===== src/rtl/id_ex_stage_reg_if.sv =====
// rtl/id_ex_stage_reg_if.sv - ID/EXE stage-register bundle: ID fields in, EXE fields out, write-back snoop bus
interface id_ex_stage_reg_if #(
    parameter int PC_W   = 32,
    parameter int DATA_W = 32,
    parameter int REG_AW = 4
);
    logic              flush;
    logic              freeze;
    logic              in_valid;
    logic [PC_W-1:0]   pc_in;
    logic [DATA_W-1:0] val_rn_in;
    logic [DATA_W-1:0] val_rm_in;
    logic [REG_AW-1:0] src1_in;
    logic [REG_AW-1:0] src2_in;
    logic [REG_AW-1:0] dest_in;
    logic [3:0]        exe_cmd_in;
    logic              mem_r_en_in;
    logic              mem_w_en_in;
    logic              wb_en_in;
    logic              b_in;
    logic              s_in;
    logic              imm_in;
    logic [11:0]       shift_operand_in;
    logic [23:0]       signed_imm24_in;
    logic              carry_in;
    logic              wb_wr_en;
    logic [REG_AW-1:0] wb_dest;
    logic [DATA_W-1:0] wb_value;

    logic              out_valid;
    logic [PC_W-1:0]   pc_out;
    logic [DATA_W-1:0] val_rn_out;
    logic [DATA_W-1:0] val_rm_out;
    logic [REG_AW-1:0] src1_out;
    logic [REG_AW-1:0] src2_out;
    logic [REG_AW-1:0] dest_out;
    logic [3:0]        exe_cmd_out;
    logic              mem_r_en_out;
    logic              mem_w_en_out;
    logic              wb_en_out;
    logic              b_out;
    logic              s_out;
    logic              imm_out;
    logic [11:0]       shift_operand_out;
    logic [23:0]       signed_imm24_out;
    logic              carry_out;

    modport master (
        output flush, freeze, in_valid, pc_in, val_rn_in, val_rm_in, src1_in, src2_in, dest_in,
               exe_cmd_in, mem_r_en_in, mem_w_en_in, wb_en_in, b_in, s_in, imm_in,
               shift_operand_in, signed_imm24_in, carry_in, wb_wr_en, wb_dest, wb_value,
        input  out_valid, pc_out, val_rn_out, val_rm_out, src1_out, src2_out, dest_out,
               exe_cmd_out, mem_r_en_out, mem_w_en_out, wb_en_out, b_out, s_out, imm_out,
               shift_operand_out, signed_imm24_out, carry_out
    );

    modport slave (
        input  flush, freeze, in_valid, pc_in, val_rn_in, val_rm_in, src1_in, src2_in, dest_in,
               exe_cmd_in, mem_r_en_in, mem_w_en_in, wb_en_in, b_in, s_in, imm_in,
               shift_operand_in, signed_imm24_in, carry_in, wb_wr_en, wb_dest, wb_value,
        output out_valid, pc_out, val_rn_out, val_rm_out, src1_out, src2_out, dest_out,
               exe_cmd_out, mem_r_en_out, mem_w_en_out, wb_en_out, b_out, s_out, imm_out,
               shift_operand_out, signed_imm24_out, carry_out
    );
endinterface


===== src/rtl/id_ex_stage_reg.sv =====
// rtl/id_ex_stage_reg.sv - ID/EXE pipeline register with flush, freeze and write-back operand snooping
module id_ex_stage_reg #(
    parameter int PC_W   = 32,
    parameter int DATA_W = 32,
    parameter int REG_AW = 4
) (
    input  logic                clk,
    input  logic                rst,
    id_ex_stage_reg_if.slave    bus
);
    logic              valid_q, valid_d;
    logic [PC_W-1:0]   pc_q, pc_d;
    logic [DATA_W-1:0] val_rn_q, val_rn_d;
    logic [DATA_W-1:0] val_rm_q, val_rm_d;
    logic [REG_AW-1:0] src1_q, src1_d;
    logic [REG_AW-1:0] src2_q, src2_d;
    logic [REG_AW-1:0] dest_q, dest_d;
    logic [3:0]        exe_cmd_q, exe_cmd_d;
    logic              mem_r_en_q, mem_r_en_d;
    logic              mem_w_en_q, mem_w_en_d;
    logic              wb_en_q, wb_en_d;
    logic              b_q, b_d;
    logic              s_q, s_d;
    logic              imm_q, imm_d;
    logic [11:0]       shift_operand_q, shift_operand_d;
    logic [23:0]       signed_imm24_q, signed_imm24_d;
    logic              carry_q, carry_d;

    always_comb begin
        valid_d         = valid_q;
        pc_d            = pc_q;
        val_rn_d        = val_rn_q;
        val_rm_d        = val_rm_q;
        src1_d          = src1_q;
        src2_d          = src2_q;
        dest_d          = dest_q;
        exe_cmd_d       = exe_cmd_q;
        mem_r_en_d      = mem_r_en_q;
        mem_w_en_d      = mem_w_en_q;
        wb_en_d         = wb_en_q;
        b_d             = b_q;
        s_d             = s_q;
        imm_d           = imm_q;
        shift_operand_d = shift_operand_q;
        signed_imm24_d  = signed_imm24_q;
        carry_d         = carry_q;

        if (bus.flush) begin
            valid_d         = 1'b0;
            pc_d            = '0;
            val_rn_d        = '0;
            val_rm_d        = '0;
            src1_d          = '0;
            src2_d          = '0;
            dest_d          = '0;
            exe_cmd_d       = '0;
            mem_r_en_d      = 1'b0;
            mem_w_en_d      = 1'b0;
            wb_en_d         = 1'b0;
            b_d             = 1'b0;
            s_d             = 1'b0;
            imm_d           = 1'b0;
            shift_operand_d = '0;
            signed_imm24_d  = '0;
            carry_d         = 1'b0;
        end else if (bus.freeze) begin
            // Held operands track the register file so the stalled instruction never sees stale data
            if (bus.wb_wr_en && (bus.wb_dest == src1_q)) val_rn_d = bus.wb_value;
            if (bus.wb_wr_en && (bus.wb_dest == src2_q)) val_rm_d = bus.wb_value;
        end else begin
            valid_d         = bus.in_valid;
            pc_d            = bus.pc_in;
            val_rn_d        = bus.val_rn_in;
            val_rm_d        = bus.val_rm_in;
            src1_d          = bus.src1_in;
            src2_d          = bus.src2_in;
            dest_d          = bus.dest_in;
            exe_cmd_d       = bus.exe_cmd_in;
            mem_r_en_d      = bus.mem_r_en_in;
            mem_w_en_d      = bus.mem_w_en_in;
            wb_en_d         = bus.wb_en_in;
            b_d             = bus.b_in;
            s_d             = bus.s_in;
            imm_d           = bus.imm_in;
            shift_operand_d = bus.shift_operand_in;
            signed_imm24_d  = bus.signed_imm24_in;
            carry_d         = bus.carry_in;
        end
    end

    always_ff @(posedge clk or posedge rst) begin
        if (rst) begin
            valid_q         <= 1'b0;
            pc_q            <= '0;
            val_rn_q        <= '0;
            val_rm_q        <= '0;
            src1_q          <= '0;
            src2_q          <= '0;
            dest_q          <= '0;
            exe_cmd_q       <= '0;
            mem_r_en_q      <= 1'b0;
            mem_w_en_q      <= 1'b0;
            wb_en_q         <= 1'b0;
            b_q             <= 1'b0;
            s_q             <= 1'b0;
            imm_q           <= 1'b0;
            shift_operand_q <= '0;
            signed_imm24_q  <= '0;
            carry_q         <= 1'b0;
        end else begin
            valid_q         <= valid_d;
            pc_q            <= pc_d;
            val_rn_q        <= val_rn_d;
            val_rm_q        <= val_rm_d;
            src1_q          <= src1_d;
            src2_q          <= src2_d;
            dest_q          <= dest_d;
            exe_cmd_q       <= exe_cmd_d;
            mem_r_en_q      <= mem_r_en_d;
            mem_w_en_q      <= mem_w_en_d;
            wb_en_q         <= wb_en_d;
            b_q             <= b_d;
            s_q             <= s_d;
            imm_q           <= imm_d;
            shift_operand_q <= shift_operand_d;
            signed_imm24_q  <= signed_imm24_d;
            carry_q         <= carry_d;
        end
    end

    assign bus.out_valid         = valid_q;
    assign bus.pc_out            = pc_q;
    assign bus.val_rn_out        = val_rn_q;
    assign bus.val_rm_out        = val_rm_q;
    assign bus.src1_out          = src1_q;
    assign bus.src2_out          = src2_q;
    assign bus.dest_out          = dest_q;
    assign bus.exe_cmd_out       = exe_cmd_q;
    assign bus.mem_r_en_out      = mem_r_en_q;
    assign bus.mem_w_en_out      = mem_w_en_q;
    assign bus.wb_en_out         = wb_en_q;
    assign bus.b_out             = b_q;
    assign bus.s_out             = s_q;
    assign bus.imm_out           = imm_q;
    assign bus.shift_operand_out = shift_operand_q;
    assign bus.signed_imm24_out  = signed_imm24_q;
    assign bus.carry_out         = carry_q;
endmodule


===== src/flat_wrapper.sv =====
// flat-port wrapper written by rule: the top's interface ports become plain ports
module id_ex_stage_reg_flat 
#(
    parameter int PC_W   = 32,
    parameter int DATA_W = 32,
    parameter int REG_AW = 4
)
  (clk, rst, bus_flush, bus_freeze, bus_in_valid, bus_pc_in, bus_val_rn_in, bus_val_rm_in, bus_src1_in, bus_src2_in, bus_dest_in, bus_exe_cmd_in, bus_mem_r_en_in, bus_mem_w_en_in, bus_wb_en_in, bus_b_in, bus_s_in, bus_imm_in, bus_shift_operand_in, bus_signed_imm24_in, bus_carry_in, bus_wb_wr_en, bus_wb_dest, bus_wb_value, bus_out_valid, bus_pc_out, bus_val_rn_out, bus_val_rm_out, bus_src1_out, bus_src2_out, bus_dest_out, bus_exe_cmd_out, bus_mem_r_en_out, bus_mem_w_en_out, bus_wb_en_out, bus_b_out, bus_s_out, bus_imm_out, bus_shift_operand_out, bus_signed_imm24_out, bus_carry_out);
  id_ex_stage_reg_if #(.PC_W(PC_W), .DATA_W(DATA_W), .REG_AW(REG_AW)) bus_i ();
  input  logic clk;
  input  logic rst;
  input wire logic [$bits(bus_i.flush)-1:0] bus_flush;
  input wire logic [$bits(bus_i.freeze)-1:0] bus_freeze;
  input wire logic [$bits(bus_i.in_valid)-1:0] bus_in_valid;
  input wire logic [$bits(bus_i.pc_in)-1:0] bus_pc_in;
  input wire logic [$bits(bus_i.val_rn_in)-1:0] bus_val_rn_in;
  input wire logic [$bits(bus_i.val_rm_in)-1:0] bus_val_rm_in;
  input wire logic [$bits(bus_i.src1_in)-1:0] bus_src1_in;
  input wire logic [$bits(bus_i.src2_in)-1:0] bus_src2_in;
  input wire logic [$bits(bus_i.dest_in)-1:0] bus_dest_in;
  input wire logic [$bits(bus_i.exe_cmd_in)-1:0] bus_exe_cmd_in;
  input wire logic [$bits(bus_i.mem_r_en_in)-1:0] bus_mem_r_en_in;
  input wire logic [$bits(bus_i.mem_w_en_in)-1:0] bus_mem_w_en_in;
  input wire logic [$bits(bus_i.wb_en_in)-1:0] bus_wb_en_in;
  input wire logic [$bits(bus_i.b_in)-1:0] bus_b_in;
  input wire logic [$bits(bus_i.s_in)-1:0] bus_s_in;
  input wire logic [$bits(bus_i.imm_in)-1:0] bus_imm_in;
  input wire logic [$bits(bus_i.shift_operand_in)-1:0] bus_shift_operand_in;
  input wire logic [$bits(bus_i.signed_imm24_in)-1:0] bus_signed_imm24_in;
  input wire logic [$bits(bus_i.carry_in)-1:0] bus_carry_in;
  input wire logic [$bits(bus_i.wb_wr_en)-1:0] bus_wb_wr_en;
  input wire logic [$bits(bus_i.wb_dest)-1:0] bus_wb_dest;
  input wire logic [$bits(bus_i.wb_value)-1:0] bus_wb_value;
  output wire logic [$bits(bus_i.out_valid)-1:0] bus_out_valid;
  output wire logic [$bits(bus_i.pc_out)-1:0] bus_pc_out;
  output wire logic [$bits(bus_i.val_rn_out)-1:0] bus_val_rn_out;
  output wire logic [$bits(bus_i.val_rm_out)-1:0] bus_val_rm_out;
  output wire logic [$bits(bus_i.src1_out)-1:0] bus_src1_out;
  output wire logic [$bits(bus_i.src2_out)-1:0] bus_src2_out;
  output wire logic [$bits(bus_i.dest_out)-1:0] bus_dest_out;
  output wire logic [$bits(bus_i.exe_cmd_out)-1:0] bus_exe_cmd_out;
  output wire logic [$bits(bus_i.mem_r_en_out)-1:0] bus_mem_r_en_out;
  output wire logic [$bits(bus_i.mem_w_en_out)-1:0] bus_mem_w_en_out;
  output wire logic [$bits(bus_i.wb_en_out)-1:0] bus_wb_en_out;
  output wire logic [$bits(bus_i.b_out)-1:0] bus_b_out;
  output wire logic [$bits(bus_i.s_out)-1:0] bus_s_out;
  output wire logic [$bits(bus_i.imm_out)-1:0] bus_imm_out;
  output wire logic [$bits(bus_i.shift_operand_out)-1:0] bus_shift_operand_out;
  output wire logic [$bits(bus_i.signed_imm24_out)-1:0] bus_signed_imm24_out;
  output wire logic [$bits(bus_i.carry_out)-1:0] bus_carry_out;
  assign bus_i.flush = bus_flush;
  assign bus_i.freeze = bus_freeze;
  assign bus_i.in_valid = bus_in_valid;
  assign bus_i.pc_in = bus_pc_in;
  assign bus_i.val_rn_in = bus_val_rn_in;
  assign bus_i.val_rm_in = bus_val_rm_in;
  assign bus_i.src1_in = bus_src1_in;
  assign bus_i.src2_in = bus_src2_in;
  assign bus_i.dest_in = bus_dest_in;
  assign bus_i.exe_cmd_in = bus_exe_cmd_in;
  assign bus_i.mem_r_en_in = bus_mem_r_en_in;
  assign bus_i.mem_w_en_in = bus_mem_w_en_in;
  assign bus_i.wb_en_in = bus_wb_en_in;
  assign bus_i.b_in = bus_b_in;
  assign bus_i.s_in = bus_s_in;
  assign bus_i.imm_in = bus_imm_in;
  assign bus_i.shift_operand_in = bus_shift_operand_in;
  assign bus_i.signed_imm24_in = bus_signed_imm24_in;
  assign bus_i.carry_in = bus_carry_in;
  assign bus_i.wb_wr_en = bus_wb_wr_en;
  assign bus_i.wb_dest = bus_wb_dest;
  assign bus_i.wb_value = bus_wb_value;
  assign bus_out_valid = bus_i.out_valid;
  assign bus_pc_out = bus_i.pc_out;
  assign bus_val_rn_out = bus_i.val_rn_out;
  assign bus_val_rm_out = bus_i.val_rm_out;
  assign bus_src1_out = bus_i.src1_out;
  assign bus_src2_out = bus_i.src2_out;
  assign bus_dest_out = bus_i.dest_out;
  assign bus_exe_cmd_out = bus_i.exe_cmd_out;
  assign bus_mem_r_en_out = bus_i.mem_r_en_out;
  assign bus_mem_w_en_out = bus_i.mem_w_en_out;
  assign bus_wb_en_out = bus_i.wb_en_out;
  assign bus_b_out = bus_i.b_out;
  assign bus_s_out = bus_i.s_out;
  assign bus_imm_out = bus_i.imm_out;
  assign bus_shift_operand_out = bus_i.shift_operand_out;
  assign bus_signed_imm24_out = bus_i.signed_imm24_out;
  assign bus_carry_out = bus_i.carry_out;
  id_ex_stage_reg #(.PC_W(PC_W), .DATA_W(DATA_W), .REG_AW(REG_AW)) u_core (.clk(clk), .rst(rst), .bus(bus_i));
endmodule

===== config.mk =====
export PLATFORM = sky130hd
export DESIGN_NAME = id_ex_stage_reg_flat
export DESIGN_NICKNAME = d
export VERILOG_FILES = /design/src/rtl/id_ex_stage_reg_if.sv /design/src/rtl/id_ex_stage_reg.sv /design/src/flat_wrapper.sv
export SDC_FILE = /design/constraint.sdc
export NUM_CORES = 1
export LEC_CHECK = 0
export BUFFER_PORTS_ARGS = -buffer_cell sky130_fd_sc_hd__buf_4
export CORE_MARGIN = 2
export CORE_UTILIZATION = 45
export CTS_CLUSTER_DIAMETER = 100
export DETAILED_ROUTE_END_ITERATION = 10
export GPL_TIMING_DRIVEN = 0
export PLACE_DENSITY = 0.77
export SLEW_MARGIN = 10
export SYNTH_ARGS = -nofsm -noshare
export SYNTH_HDL_FRONTEND = slang
export SYNTH_SLANG_ARGS = --single-unit
export TNS_END_PERCENT = 20

===== constraint.sdc =====
create_clock -name clk -period 11.95 [get_ports clk]
set_input_delay 1.7925 -clock clk [delete_from_list [all_inputs] [get_ports clk]]
set_output_delay 1.7925 -clock clk [all_outputs]
set_load 0.05 [all_outputs]

==> out/results.ini <==
[critical_path]
worstPathMaxFanout=3
critPathTopFamily=flip-flops
path_class=register to output port
worst_ep_required_time_ns=10.16
cpPeakStageDelay_ns=0.42
arrival_ns=1.06
cp_slowest_cell=dfrtp_1
crit_chain=buf_4
critPathLaunchType=register
worst-path-buf-inv=1
reg2reg_from=u_core.bus.src1_out[1]
cp-end-kind=output port
cp-startpoint=u_core.bus.src2_out[2]

[sta]
setup_violations=0
hold_ws_ns=0.530
final_hold_viol_count=0
slew_headroom_pct=49.3
setup-tns-final_ns=0
finalClockSkew_ns=0.00552
grt_setup_unrepaired=no
layout_worst_path_cycle_share_pct=23.9
finalMaxSlewViolations=0
min_period_ns=2.86
worstMarginPinSlew_ns=0.760
clock.fmax_mhz=350

[floorplanning]
start_util_pct=45.7
dieArea_sq_um=18400
pin_count=353
die_w_um=136
core_area_sq_um=17100
rows=48
die_y_um=136

[power_and_ir_drop]
switchingPower_mw=0.503
switching_share_pct=30.8
ir_drop_mv=0.100
cellInternalPower_mw=1.13
cellLeakagePower_nw=5.94
combPwrFrac_pct=25.0
powerDensity_nw_per_um2=142
p_clk_share_pct=39.3
seqPwrFrac_pct=35.8

[global_routing]
busiest_layer=met2
grt_pass1_wl_um=37600
use_met3_pct=8.38
grt_pass1_vias=6827
grt_max_degree=80
gr-usage-all-layers_pct=26.9
antenna_found_initial=1
met1_usage_pct=31.4
grt-ovfl-total=0
met2_usage_pct=46.6

[synth]
yosysWarnings=0
synth_cell_types=17
avgSynthCellArea_sq_um=11.6
netlist_instances=672
syn_area_sq_um=7810
synth-seq-cells=156
yosysSeqAreaShare_pct=50.0
syn-num-nets=869

[final_layout]
final_cell_mix=buf_4, mux2i_1, dfrtp_1, nor2_1
fin_area_sq_um=11500
fillers=1333
drive_gt1_share_pct=45.5
fin_nets=1239
final_common_cell=buf_4
syn_to_final_growth_pct=46.5

[route]
wl_um=24800
drcViolationCount=0
first_iter_violations=285
wl_per_cell_um=19.4
routed_via_density=5.17
postRouteAntennaNets=0
dr.pass1.iters=5
dr_total_vias=6623

[placed_design]
io_buffers=350
gp_congestion=0.806
postPlaceCellArea_sq_um=10800
dpl.hpwl_um=18500

[min_path]
holdCritStartpoint=u_core.bus.pc_out[3]
hold_class=register to register

[cts]
cts.clk_slew.worst_paths_ns=0.07
cts_made_buffers=17
cts_setup_buffers=0
clk_latency_ns=0.42
htreeDepth=4
cts.path.max_buffers=2
cts_hold_buf=0
cts_tree=done
cts_resized=0
clock_sinks=156
cts_root_buffer=clkbuf_16

[flow_run]
drv_cap=0

[status]
status=finished clean

path summary, 6_finish.rpt:
path                                                         to  slack (ns)  cells past startpoint
worst max-delay path                            bus_src2_out[2]        9.09                      1
worst min-delay path                       u_core.bus.pc_out[3]        0.53                      2
worst max register to register         u_core.bus.val_rn_out[0]       10.18                      6
worst min register to register             u_core.bus.pc_out[3]        0.53                      2
max in group asynchronous             u_core.bus.val_rm_out[10]        9.70                      3
min in group asynchronous       u_core.bus.signed_imm24_out[20]        1.45                      2
Yosys cell counts (all sizes together):
cell type | count | area, sq um
buf | 33 | 246
inv | 1 | 3.75
a211oi | 64 | 781
xnor2 | 2 | 17.5
xor2 | 6 | 52.6
mux2i | 156 | 1560
nor3 | 2 | 32.5
a21bo | 2 | 32.5
and2 | 2 | 12.5
clkbuf | 28 | 105
nand2b | 64 | 400
dfrtp | 156 | 3900
a21oi | 64 | 320
nor2 | 92 | 345
cell families (layout without fill, tap and decap cells):
| family | count (synthesis) | in the layout | synth area share, % |
|---|---|---|---|
| compound gates | 130 | 130 | 14.5 |
| buf+inv | 62 | 444 | 4.55 |
| other cells | 0 | 1 | 0 |
| flops | 156 | 156 | 50.0 |
| mux | 156 | 156 | 20.0 |
| xor+xnor | 8 | 8 | 0.897 |
| simple gates | 160 | 160 | 10.1 |
layout make-up:
class                   count  area (sq um)  area share [%]
flip-flops and latches    156          3900            34.1
inverters                   1          11.3          0.0983
multi-input cells         454          3560            31.1
diodes                      1          2.50          0.0219
clock inverters            14           265            2.32
well taps                 225           282            2.46
repair buffers            351          2660            23.2
clock buffers              17           425            3.71
plain buffers              61           352            3.07
power by group through the flow:
stage,Sequential [mW],Combinational (mW),Clock (mW)
after global placement,0.591,0.403,0
after floorplan,0.712,0.136,0
after CTS,0.583,0.410,0.652
final,0.584,0.407,0.640
after global routing,0.587,0.430,0.674
after detailed placement,0.592,0.408,0
stage by stage:
| step | util, % | setup WS [ns] | std cells | total power, mW |
|---|---|---|---|---|
| 2_1_floorplan | - | 5.95 | 672 | 0.848 |
| 3_3_place_gp | 62.7 | 3.94 | 1247 | 0.994 |
| 3_5_place_dp | 62.9 | 8.71 | 1248 | 1.00 |
| 4_1_cts | 66.9 | 9.07 | 1279 | 1.65 |
| 5_1_grt | 66.9 | 8.96 | 1280 | 1.69 |
| 6_report | 66.9 | 9.09 | 1280 | 1.63 |
state kept, by name, summed over array words and instances (netlist names):
name	flops
u_core.bus.b_out	1
u_core.bus.carry_out	1
u_core.bus.dest_out	4
u_core.bus.exe_cmd_out	4
u_core.bus.imm_out	1
u_core.bus.mem_r_en_out	1
u_core.bus.mem_w_en_out	1
u_core.bus.out_valid	1
u_core.bus.pc_out	32
u_core.bus.s_out	1
u_core.bus.shift_operand_out	12
u_core.bus.signed_imm24_out	24
u_core.bus.src1_out	4
u_core.bus.src2_out	4
u_core.bus.val_rm_out	32
u_core.bus.val_rn_out	32
u_core.bus.wb_en_out	1
metal layers:
layer	share of wire [%]	up-vias
li1	-	3089
met1	38	3229
met2	50	265
met3	8.8	40
met4	2.8	0
met5	0	-
No activity file was read; power rests on OpenSTA's default activity.
